**config.mk**
```make
export PLATFORM = sky130hd
export DESIGN_NAME = cpu_run_ctrl
export DESIGN_NICKNAME = d
export VERILOG_FILES = /design/src/rtl/cpu_run_ctrl.sv
export SDC_FILE = /design/constraint.sdc
export NUM_CORES = 1
export LEC_CHECK = 0
export BUFFER_PORTS_ARGS = -buffer_cell sky130_fd_sc_hd__buf_2
export CORE_MARGIN = 2
export CORE_UTILIZATION = 40
export CTS_CLUSTER_SIZE = 14
export DETAILED_ROUTE_END_ITERATION = 16
export GPL_TIMING_DRIVEN = 1
export PLACE_DENSITY = 0.62
export SLEW_MARGIN = 20
export SYNTH_ARGS = -nofsm -noshare
export SYNTH_HDL_FRONTEND = slang
export SYNTH_SLANG_ARGS = --single-unit
```
**constraint.sdc**
```tcl
create_clock -name clk -period 2.05 [get_ports clk]
set_input_delay 0.3075 -clock clk [delete_from_list [all_inputs] [get_ports clk]]
set_output_delay 0.3075 -clock clk [all_outputs]
set_load 0.03 [all_outputs]
```
**src/rtl/cpu_run_ctrl.sv**
```systemverilog
// cpu_run_ctrl
// Run/halt/step sequencer for the 16-bit accumulator CPU. Sits between the
// host command port and the core, and drives the core's execute enable and
// PC reset. Provides single-step, one address breakpoint, idle-loop
// termination detection and a saturating executed-cycle counter.
//
// Ports:
//   clk         sole clock, rising edge
//   reset       asynchronous, active-low reset
//   instr_addr  current PC from the core
//   cmd_valid   host command valid
//   cmd_op      0 RUN, 1 HALT, 2 STEP, 3 RESTART
//   cmd_ready   command accepted on clk when cmd_valid & cmd_ready
//   bp_en       breakpoint enable
//   bp_addr     breakpoint address
//   ld_en       idle-loop detect enable
//   cpu_en      core execute enable for this cycle (combinational)
//   cpu_reset   active-high synchronous PC reset
//   state       0 HOLD, 1 HALTED, 2 RUNNING, 3 STEP, 4 DONE
//   bp_hit      sticky flag, set when a breakpoint halts the core
//   cycles      saturating executed-cycle count
module cpu_run_ctrl #(
  parameter int HOLD_CYCLES  = 2,
  parameter bit START_HALTED = 1'b0
) (
  input  logic        clk,
  input  logic        reset,
  input  logic [15:0] instr_addr,
  input  logic        cmd_valid,
  input  logic [1:0]  cmd_op,
  output logic        cmd_ready,
  input  logic        bp_en,
  input  logic [15:0] bp_addr,
  input  logic        ld_en,
  output logic        cpu_en,
  output logic        cpu_reset,
  output logic [2:0]  state,
  output logic        bp_hit,
  output logic [15:0] cycles
);

  localparam logic [1:0] OP_RUN     = 2'd0;
  localparam logic [1:0] OP_HALT    = 2'd1;
  localparam logic [1:0] OP_STEP    = 2'd2;
  localparam logic [1:0] OP_RESTART = 2'd3;

  localparam logic [3:0] HOLD_LAST = 4'(HOLD_CYCLES - 1);

  typedef enum logic [2:0] {
    ST_HOLD    = 3'd0,
    ST_HALTED  = 3'd1,
    ST_RUNNING = 3'd2,
    ST_STEP    = 3'd3,
    ST_DONE    = 3'd4
  } state_t;

  state_t      state_q, state_d;
  logic [3:0]  hold_cnt_q, hold_cnt_d;
  logic        resume_q, resume_d;
  logic        bp_hit_q, bp_hit_d;
  logic [15:0] h1_q, h2_q;
  logic [1:0]  hist_cnt_q;
  logic [15:0] cycles_q;
  logic        cmd_acc;
  logic        bp_fire;
  logic        loop_fire;
  logic        enter_hold;

  // Readiness depends on the state register only, never on cmd_valid.
  assign cmd_ready = (state_q == ST_HALTED) || (state_q == ST_RUNNING) ||
                     (state_q == ST_DONE);
  assign cpu_reset = (state_q == ST_HOLD);
  assign cmd_acc   = cmd_valid & cmd_ready;

  // The resume flag masks the breakpoint on the first cycle after RUN so
  // that resuming while parked on bp_addr executes that instruction.
  assign bp_fire   = bp_en && (instr_addr == bp_addr) && !resume_q;

  // h2 is the address executed two cycles ago; seeing it again means the
  // core is spinning in a one- or two-instruction idle loop.
  assign loop_fire = ld_en && (hist_cnt_q == 2'd2) && (instr_addr == h2_q);

  assign enter_hold = (state_d == ST_HOLD);

  assign state  = state_q;
  assign bp_hit = bp_hit_q;
  assign cycles = cycles_q;

  always_comb begin
    state_d    = state_q;
    hold_cnt_d = hold_cnt_q;
    resume_d   = resume_q;
    bp_hit_d   = bp_hit_q;
    cpu_en     = 1'b0;

    // Any accepted command other than HALT clears the sticky flag; a
    // breakpoint firing in the same cycle sets it again below.
    if (cmd_acc && (cmd_op != OP_HALT)) begin
      bp_hit_d = 1'b0;
    end

    case (state_q)
      ST_HOLD: begin
        resume_d = 1'b0;
        if (hold_cnt_q == HOLD_LAST) begin
          hold_cnt_d = 4'd0;
          state_d    = START_HALTED ? ST_HALTED : ST_RUNNING;
        end else begin
          hold_cnt_d = hold_cnt_q + 4'd1;
        end
      end

      ST_HALTED: begin
        if (cmd_acc) begin
          case (cmd_op)
            OP_RUN: begin
              state_d  = ST_RUNNING;
              resume_d = 1'b1;
            end
            OP_STEP:    state_d = ST_STEP;
            OP_RESTART: state_d = ST_HOLD;
            default:    state_d = ST_HALTED;
          endcase
        end
      end

      // Priority: RESTART, breakpoint, idle loop, then HALT/STEP. HALT and
      // STEP still let the core execute the current instruction.
      ST_RUNNING: begin
        resume_d = 1'b0;
        if (cmd_acc && (cmd_op == OP_RESTART)) begin
          state_d = ST_HOLD;
        end else if (bp_fire) begin
          bp_hit_d = 1'b1;
          state_d  = ST_HALTED;
        end else if (loop_fire) begin
          state_d = ST_DONE;
        end else begin
          cpu_en = 1'b1;
          if (cmd_acc && ((cmd_op == OP_HALT) || (cmd_op == OP_STEP))) begin
            state_d = ST_HALTED;
          end
        end
      end

      ST_STEP: begin
        cpu_en  = 1'b1;
        state_d = ST_HALTED;
      end

      ST_DONE: begin
        if (cmd_acc && (cmd_op == OP_RESTART)) begin
          state_d = ST_HOLD;
        end
      end

      default: begin
        state_d    = ST_HOLD;
        hold_cnt_d = 4'd0;
      end
    endcase
  end

  always_ff @(posedge clk or negedge reset) begin
    if (!reset) begin
      state_q    <= ST_HOLD;
      hold_cnt_q <= 4'd0;
      resume_q   <= 1'b0;
      bp_hit_q   <= 1'b0;
    end else begin
      state_q    <= state_d;
      hold_cnt_q <= hold_cnt_d;
      resume_q   <= resume_d;
      bp_hit_q   <= enter_hold ? 1'b0 : bp_hit_d;
    end
  end

  // Loop history and the cycle counter only move on executed cycles and are
  // wiped whenever the sequencer (re)enters HOLD.
  always_ff @(posedge clk or negedge reset) begin
    if (!reset) begin
      h1_q       <= 16'd0;
      h2_q       <= 16'd0;
      hist_cnt_q <= 2'd0;
      cycles_q   <= 16'd0;
    end else if (enter_hold) begin
      hist_cnt_q <= 2'd0;
      cycles_q   <= 16'd0;
    end else if (cpu_en) begin
      h1_q <= instr_addr;
      h2_q <= h1_q;
      if (hist_cnt_q != 2'd2) begin
        hist_cnt_q <= hist_cnt_q + 2'd1;
      end
      if (cycles_q != 16'hFFFF) begin
        cycles_q <= cycles_q + 16'd1;
      end
    end
  end

endmodule

```
==> qor.txt, run 1 <==
Nature of the critical path endpoint = output pin
Insertion delay to the later sink of the worst-skew pair = 0.33 ns
Reg-to-Reg Start = h2_q[13]
Core footprint = 8180 um^2
Cell Area, Synth = 3350 um^2
Number of cell rows = 33
Status = finished, violations left
WL final = 8860 um
WP buf/inv = 2
Vias in the first global route = 2902
Flop2flop setup slack = -0.24 ns
Fill cell count = 742
CP Cell Sequence = xor2_1, nor4_1, nand3_1, nor4_2, o31a_4, inv_2, buf_6
CP Data Required Time = 1.74 ns
Reg2Reg Depth = 9
Critical Path AT = 2.05 ns
Leak = 2.22 nW
Number of vias per cell = 5.14
Comb pwr share = 0.482
Initial antenna violation count = 0
Final WS setup = -0.305 ns
Worst slew pin tran = 0.569 ns
Sequential Area = 1490 um^2
Detailed Place HPWL = 6330 um
Post-synth EDFFs = 0
Max Cap Viol = 0
CTS tree = built
Top Ports = 62
Syn Inst Count = 375
Num CTS Buffers = 9
Psw = 2.22 mW
Setup TNS = -8.43 ns
Share of synthesized registers carrying an async set or reset = 1.00
CP startpoint = h2_q[13]
Pwr Density = 1210 nW/um^2
Max_slew headroom = 0.611
Setup Skew = 0.00687 ns
DRC = 0
CTS clk-pin slew, worst paths = 0.06 ns
Sw Share = 0.400
First-pass GRT wire length = 14000 um
Initial Util = 0.410
Worst path max stage delay = 0.39 ns
WL/cell = 14.7 um
Endpoints failing hold = 0
Pre-antenna DRT Iters = 4
Crit path kind = flop to output pin
H-tree levels = 3
Post-DRT Antenna Nets = 0
CP max FO = 6
Startpoint Class = flop
CP top delay family = simple AND/OR/NAND/NOR gates
Pins Over Slew Limit = 0
Share of cells above drive strength 1 = 0.367
Overall power = 5.55 mW
DR vias = 3097
Post-synth cell types = 52
Post-route clock period utilization = 1.15
Slowest stage cell, crit path = dfrtp_1
Primary FF master, synth = dfrtp_1
Layout overhead on the synthesized area = 37.0%
CTS root buf = clkbuf_8
Post-Syn Nets = 422
FMAX = 425 MHz
# clock sinks = 59
Clock power share = 0.184
Area of the die = 9120 um^2
Total gr overflow = 0
Post-layout min period = 2.35 ns
Final setup fails = 52
Port Buffers = 61
YS warnings = 0
Total GRT Usage = 0.198
Sequential area share after synthesis = 0.441
Worst Setup EP = cpu_en
Die width = 95.5 um
Synth Register Bits = 59
Routability cong. = 0.828
Core Util, Final = 0.561
Worst flop-to-flop path endpoint = cycles[12]
Min-delay worst type = primary input to flop
Violated checks = setup timing
First DRT Iteration DRCs = 172
Antenna diode count = 0
Pint = 3.33 mW
Syn_area_per_cell = 8.93 um^2
Power share of the sequential group = 0.334
Peak VDD IR = 0.000561 V
Crit. path cell count = 7
Nets = 540
RSZ-0062 raised after global routing = true
Die Ht = 95.5 um
Max clock buf depth = 2
Multi-input gate area = 1880 um^2
Largest net degree at the start of global routing = 33
## power groups by stage
stage               clock [mW]  sequential [mW]  combinational (mW)
global route              1.11             1.91                2.94
global placement             0             1.83                2.15
finish                    1.02             1.85                2.68
floorplan                    0             1.81                1.61
CTS                       1.05             1.84                2.27
detailed placement           0             1.85                2.20
## how the worst min path moves through the flow
stage | start | to | slack (ns) | cells past startpoint
2_1_floorplan | reset | bp_hit | 0.01 | 0
4_1_cts | instr_addr[13] | h1_q[13] | 0.22 | 3
6_report | instr_addr[3] | h1_q[3] | 0.24 | 3
3_3_place_gp | reset | cycles[13] | 0.26 | 1
3_5_place_dp | reset | cycles[13] | 0.26 | 1
5_1_grt | instr_addr[2] | h1_q[2] | 0.22 | 3
## tightest hold or removal path: cells and delay by family
family | cells | cell delay [ns]
buf+inv | 1 | 0.12
simple gates | 2 | 0.10
## logic make-up after synthesis
logic type,share of synthesized area
compound gates,0.112
xor+xnor,0.0889
fa+ha+maj,0.0299
buf+inv,0.0415
flops,0.441
simple gates,0.287
## per-layer routing
layer / GRT usage / vias up / routed length (um)
met4: 0.0571 / 0 / 97
met1: 0.263 / 1491 / 3960
met2: 0.322 / 75 / 4410
met5: 0 / - / 0
met3: 0.0506 / 7 / 392
li1: - / 1524 / -
## metrics by stage
step | instances | area [um^2] | hold WS [ns] | setup slack, ns
after floorplan | 375 | 3410 | 0.0119 | -0.204
after global placement | 577 | 4120 | 0.264 | -0.217
after detailed placement | 577 | 4120 | 0.264 | -0.275
after CTS | 595 | 4370 | 0.218 | -0.224
after global routing | 603 | 4590 | 0.225 | -0.390
final | 603 | 4590 | 0.236 | -0.305
## cells in the final DEF (no fill, tap or decap), types with 3 or more instances in the layout
cell / Yosys / final
or3_1: 8 / 4
inv_1: 8 / 8
o31ai_1: 5 / 5
a21oi_2: 9 / 10
and3_4: 3 / 5
nand4_1: 7 / 7
nor2_1: 10 / 10
nand3_1: 15 / 15
xnor2_1: 18 / 16
and3_1: 5 / 3
buf_4: 2 / 50
nor3_1: 5 / 4
o21ai_0: 16 / 15
dfrtp_2: 0 / 7
clkbuf_8: 0 / 13
a21oi_1: 9 / 8
xor2_1: 16 / 11
buf_6: 2 / 5
dfrtp_1: 59 / 52
buf_12: 1 / 3
or4_1: 5 / 4
nor4_1: 6 / 4
nand2_1: 114 / 114
buf_2: 8 / 60
xor2_2: 0 / 5
ha_1: 8 / 8
or3_4: 0 / 4
nand2b_1: 3 / 3
## synthesized netlist by cell type, types with 5 or more instances
cell     instances  area, um^2
a21oi_1          9        45.0
o21ai_0         16        80.1
inv_1            8        30.0
ha_1             8         100
xor2_1          16         140
buf_2            8        40.0
or3_1            8        50.1
xnor2_1         18         158
or4_1            5        37.5
o31ai_1          5        37.5
nor3_1           5        25.0
nand3_1         15        75.1
nand2_1        114         428
nor2_1          10        37.5
and3_1           5        31.3
nand4_1          7        43.8
nor4_1           6        37.5
dfrtp_1         59        1480
a21oi_2          9        78.8
## flip-flops by register name, indices dropped and copies added (netlist names)
name	count
cycles	16
hist_cnt_q	2
hold_cnt_q	4
h2_q	16
h1_q	16
state	3
bp_hit	1
resume_q	1
## area by class of cell
class / instances / area share
clock inverters: 1 / 0.00109
flip-flops and latches: 59 / 0.324
inverters: 9 / 0.00737
well taps: 105 / 0.0286
repair buffers: 122 / 0.189
multi-input cells: 292 / 0.409
clock buffers: 15 / 0.0407
## timing repair
action                     in CTS  in global routing
setup endpoints to repair      52                 52
pin swaps                       1                  6
hold buffers                    1                  0
hold endpoints to repair       17                  0
gates resized for setup         8                 22
cloned                          0                  3
buffers inserted                1                  5
No activity file was read; power rests on OpenSTA's default activity.
==> inputs of run 2 (changes only) <==
--- a/config.mk
+++ b/config.mk
@@ -12,4 +12,5 @@
 export DETAILED_ROUTE_END_ITERATION = 16
 export GPL_TIMING_DRIVEN = 1
+export HOLD_SLACK_MARGIN = 0.02
 export PLACE_DENSITY = 0.62
 export SLEW_MARGIN = 20
==> constraint.sdc (replaced) <==
create_clock -name clk -period 2.05 [get_ports clk]
set_input_delay 0.41 -clock clk [delete_from_list [all_inputs] [get_ports clk]]
set_output_delay 0.41 -clock clk [all_outputs]
set_load 0.03 [all_outputs]
==> qor.txt, run 2 (same netlist as run 1, synthesis figures left out) <==
Top Ports = 62
Final setup fails = 21
Pre-antenna DRT Iters = 5
Layout overhead on the synthesized area = 41.3%
Hold slack = 0.0949 ns
Clock power share = 0.176
Number of cell rows = 33
CP Data Required Time = 1.64 ns
Pins Over Slew Limit = 0
# clock sinks = 59
Core footprint = 8180 um^2
Number of vias per cell = 5.13
CTS clk-pin slew, worst paths = 0.07 ns
Min-delay worst type = primary input to asynchronous set/reset pin
Largest net degree at the start of global routing = 25
Initial antenna violation count = 0
CTS tree = built
Max Cap Viol = 0
Nets = 551
Most frequent cells in the layout = 114 x nand2_1, 61 x buf_4, 60 x buf_2
Total GRT Usage = 0.211
CTS root buf = clkbuf_8
Crit path kind = flop to output pin
Overall power = 5.87 mW
Area of the die = 9120 um^2
FMAX = 429 MHz
Endpoints failing hold = 0
H-tree levels = 3
First-pass GRT wire length = 14700 um
Total gr overflow = 0
Pint = 3.56 mW
Die width = 95.5 um
Die Ht = 95.5 um
Fill cell count = 748
First DRT Iteration DRCs = 88
WL final = 9110 um
RSZ-0062 raised after global routing = true
Initial Util = 0.410
Sw Share = 0.394
Max clock buf depth = 2
Post-layout min period = 2.33 ns
Routability cong. = 0.853
Post-route clock period utilization = 1.14
Setup Skew = 0.00985 ns
Peak VDD IR = 0.000678 V
Detailed Place HPWL = 6510 um
Final WS setup = -0.281 ns
Critical Path AT = 1.92 ns
Startpoint Class = flop
Most common cell after layout, fill and taps aside = nand2_1
Num CTS Buffers = 9
Insertion delay to the later sink of the worst-skew pair = 0.33 ns
Port Buffers = 61
Leak = 2.28 nW
Violated checks = setup timing
DRC = 0
CP max FO = 3
Max_slew headroom = 0.572
Nature of the critical path endpoint = output pin
Vias in the first global route = 3068
Post-DRT Antenna Nets = 0
CTS Hold Bufs = 0
Antenna diode count = 0
Power share of the sequential group = 0.312
Pwr Density = 1240 nW/um^2
Psw = 2.31 mW
WL/cell = 14.8 um
Worst slew pin tran = 0.642 ns
DR vias = 3150
Share of cells above drive strength 1 = 0.393
Status = finished, violations left
Comb pwr share = 0.512
==> run 2: metal layers <==
layer,up-vias,wire length (um),part of all wire,track usage
li1,1547,-,-,-
met1,1506,3940,0.43,0.261
met2,87,4560,0.50,0.369
met3,10,473,0.052,0.0553
met4,0,138,0.015,0.0476
met5,-,0,0,0
==> run 2: path summary, 6_finish.rpt <==
kind                                startpoint    endpoint  slack (ns)  cells past startpoint
worst max-delay path                   h2_q[4]      cpu_en       -0.28                      7
worst min-delay path                     reset  cycles[13]        0.09                      1
worst max register to register        state[0]    state[0]       -0.26                     14
min in group clk                instr_addr[11]    h1_q[11]        0.34                      3
max in group asynchronous                reset   cycles[3]        1.29                      2
worst min register to register         h1_q[2]     h2_q[2]        0.46                      2
==> run 2: critical path, cell delays in order, from the launching register on <==
cell and delay, ns:
dfrtp_1 0.41, xor2_2 0.22, nor4_2 0.26, nand3_1 0.12, nor4_2 0.19, o31a_4 0.21, inv_2 0.06, buf_6 0.14
==> run 2: what timing repair did <==
item	CTS	global route
endpoints found under the setup margin	36	38
cloned	3	0
pin swaps	9	2
buffers inserted	9	1
resized for setup	23	12
==> run 2: metrics by stage <==
step                      instances  TNS [ns]   util  setup WS [ns]  cell area, um^2
after global routing            614     -6.10  0.579         -0.396             4730
final                           614     -3.84  0.579         -0.281             4730
after detailed placement        585    -11.11  0.518         -0.330             4230
after global placement          585     -8.91  0.518         -0.285             4230
after CTS                       613     -3.43  0.570         -0.344             4660
after floorplan                 375    -0.591      -         -0.204             3420
==> run 2: layout make-up <==
cell class	count	area, um^2	share of cell area
clock buffers	14	153	0.0323
clock inverters	2	35.0	0.00740
inverters	9	33.8	0.00714
multi-input cells	292	1910	0.403
flip-flops and latches	59	1490	0.314
well taps	105	131	0.0278
repair buffers	133	986	0.208
==> run 2: power groups by stage <==
stage               Sequential, mW  Clock (mW)  Combinational, mW
finish                        1.83        1.04               3.01
CTS                           1.82        1.07               2.90
detailed placement            1.83           0               2.37
global placement              1.82           0               2.30
floorplan                     1.81           0               1.63
global route                  1.88        1.12               3.28
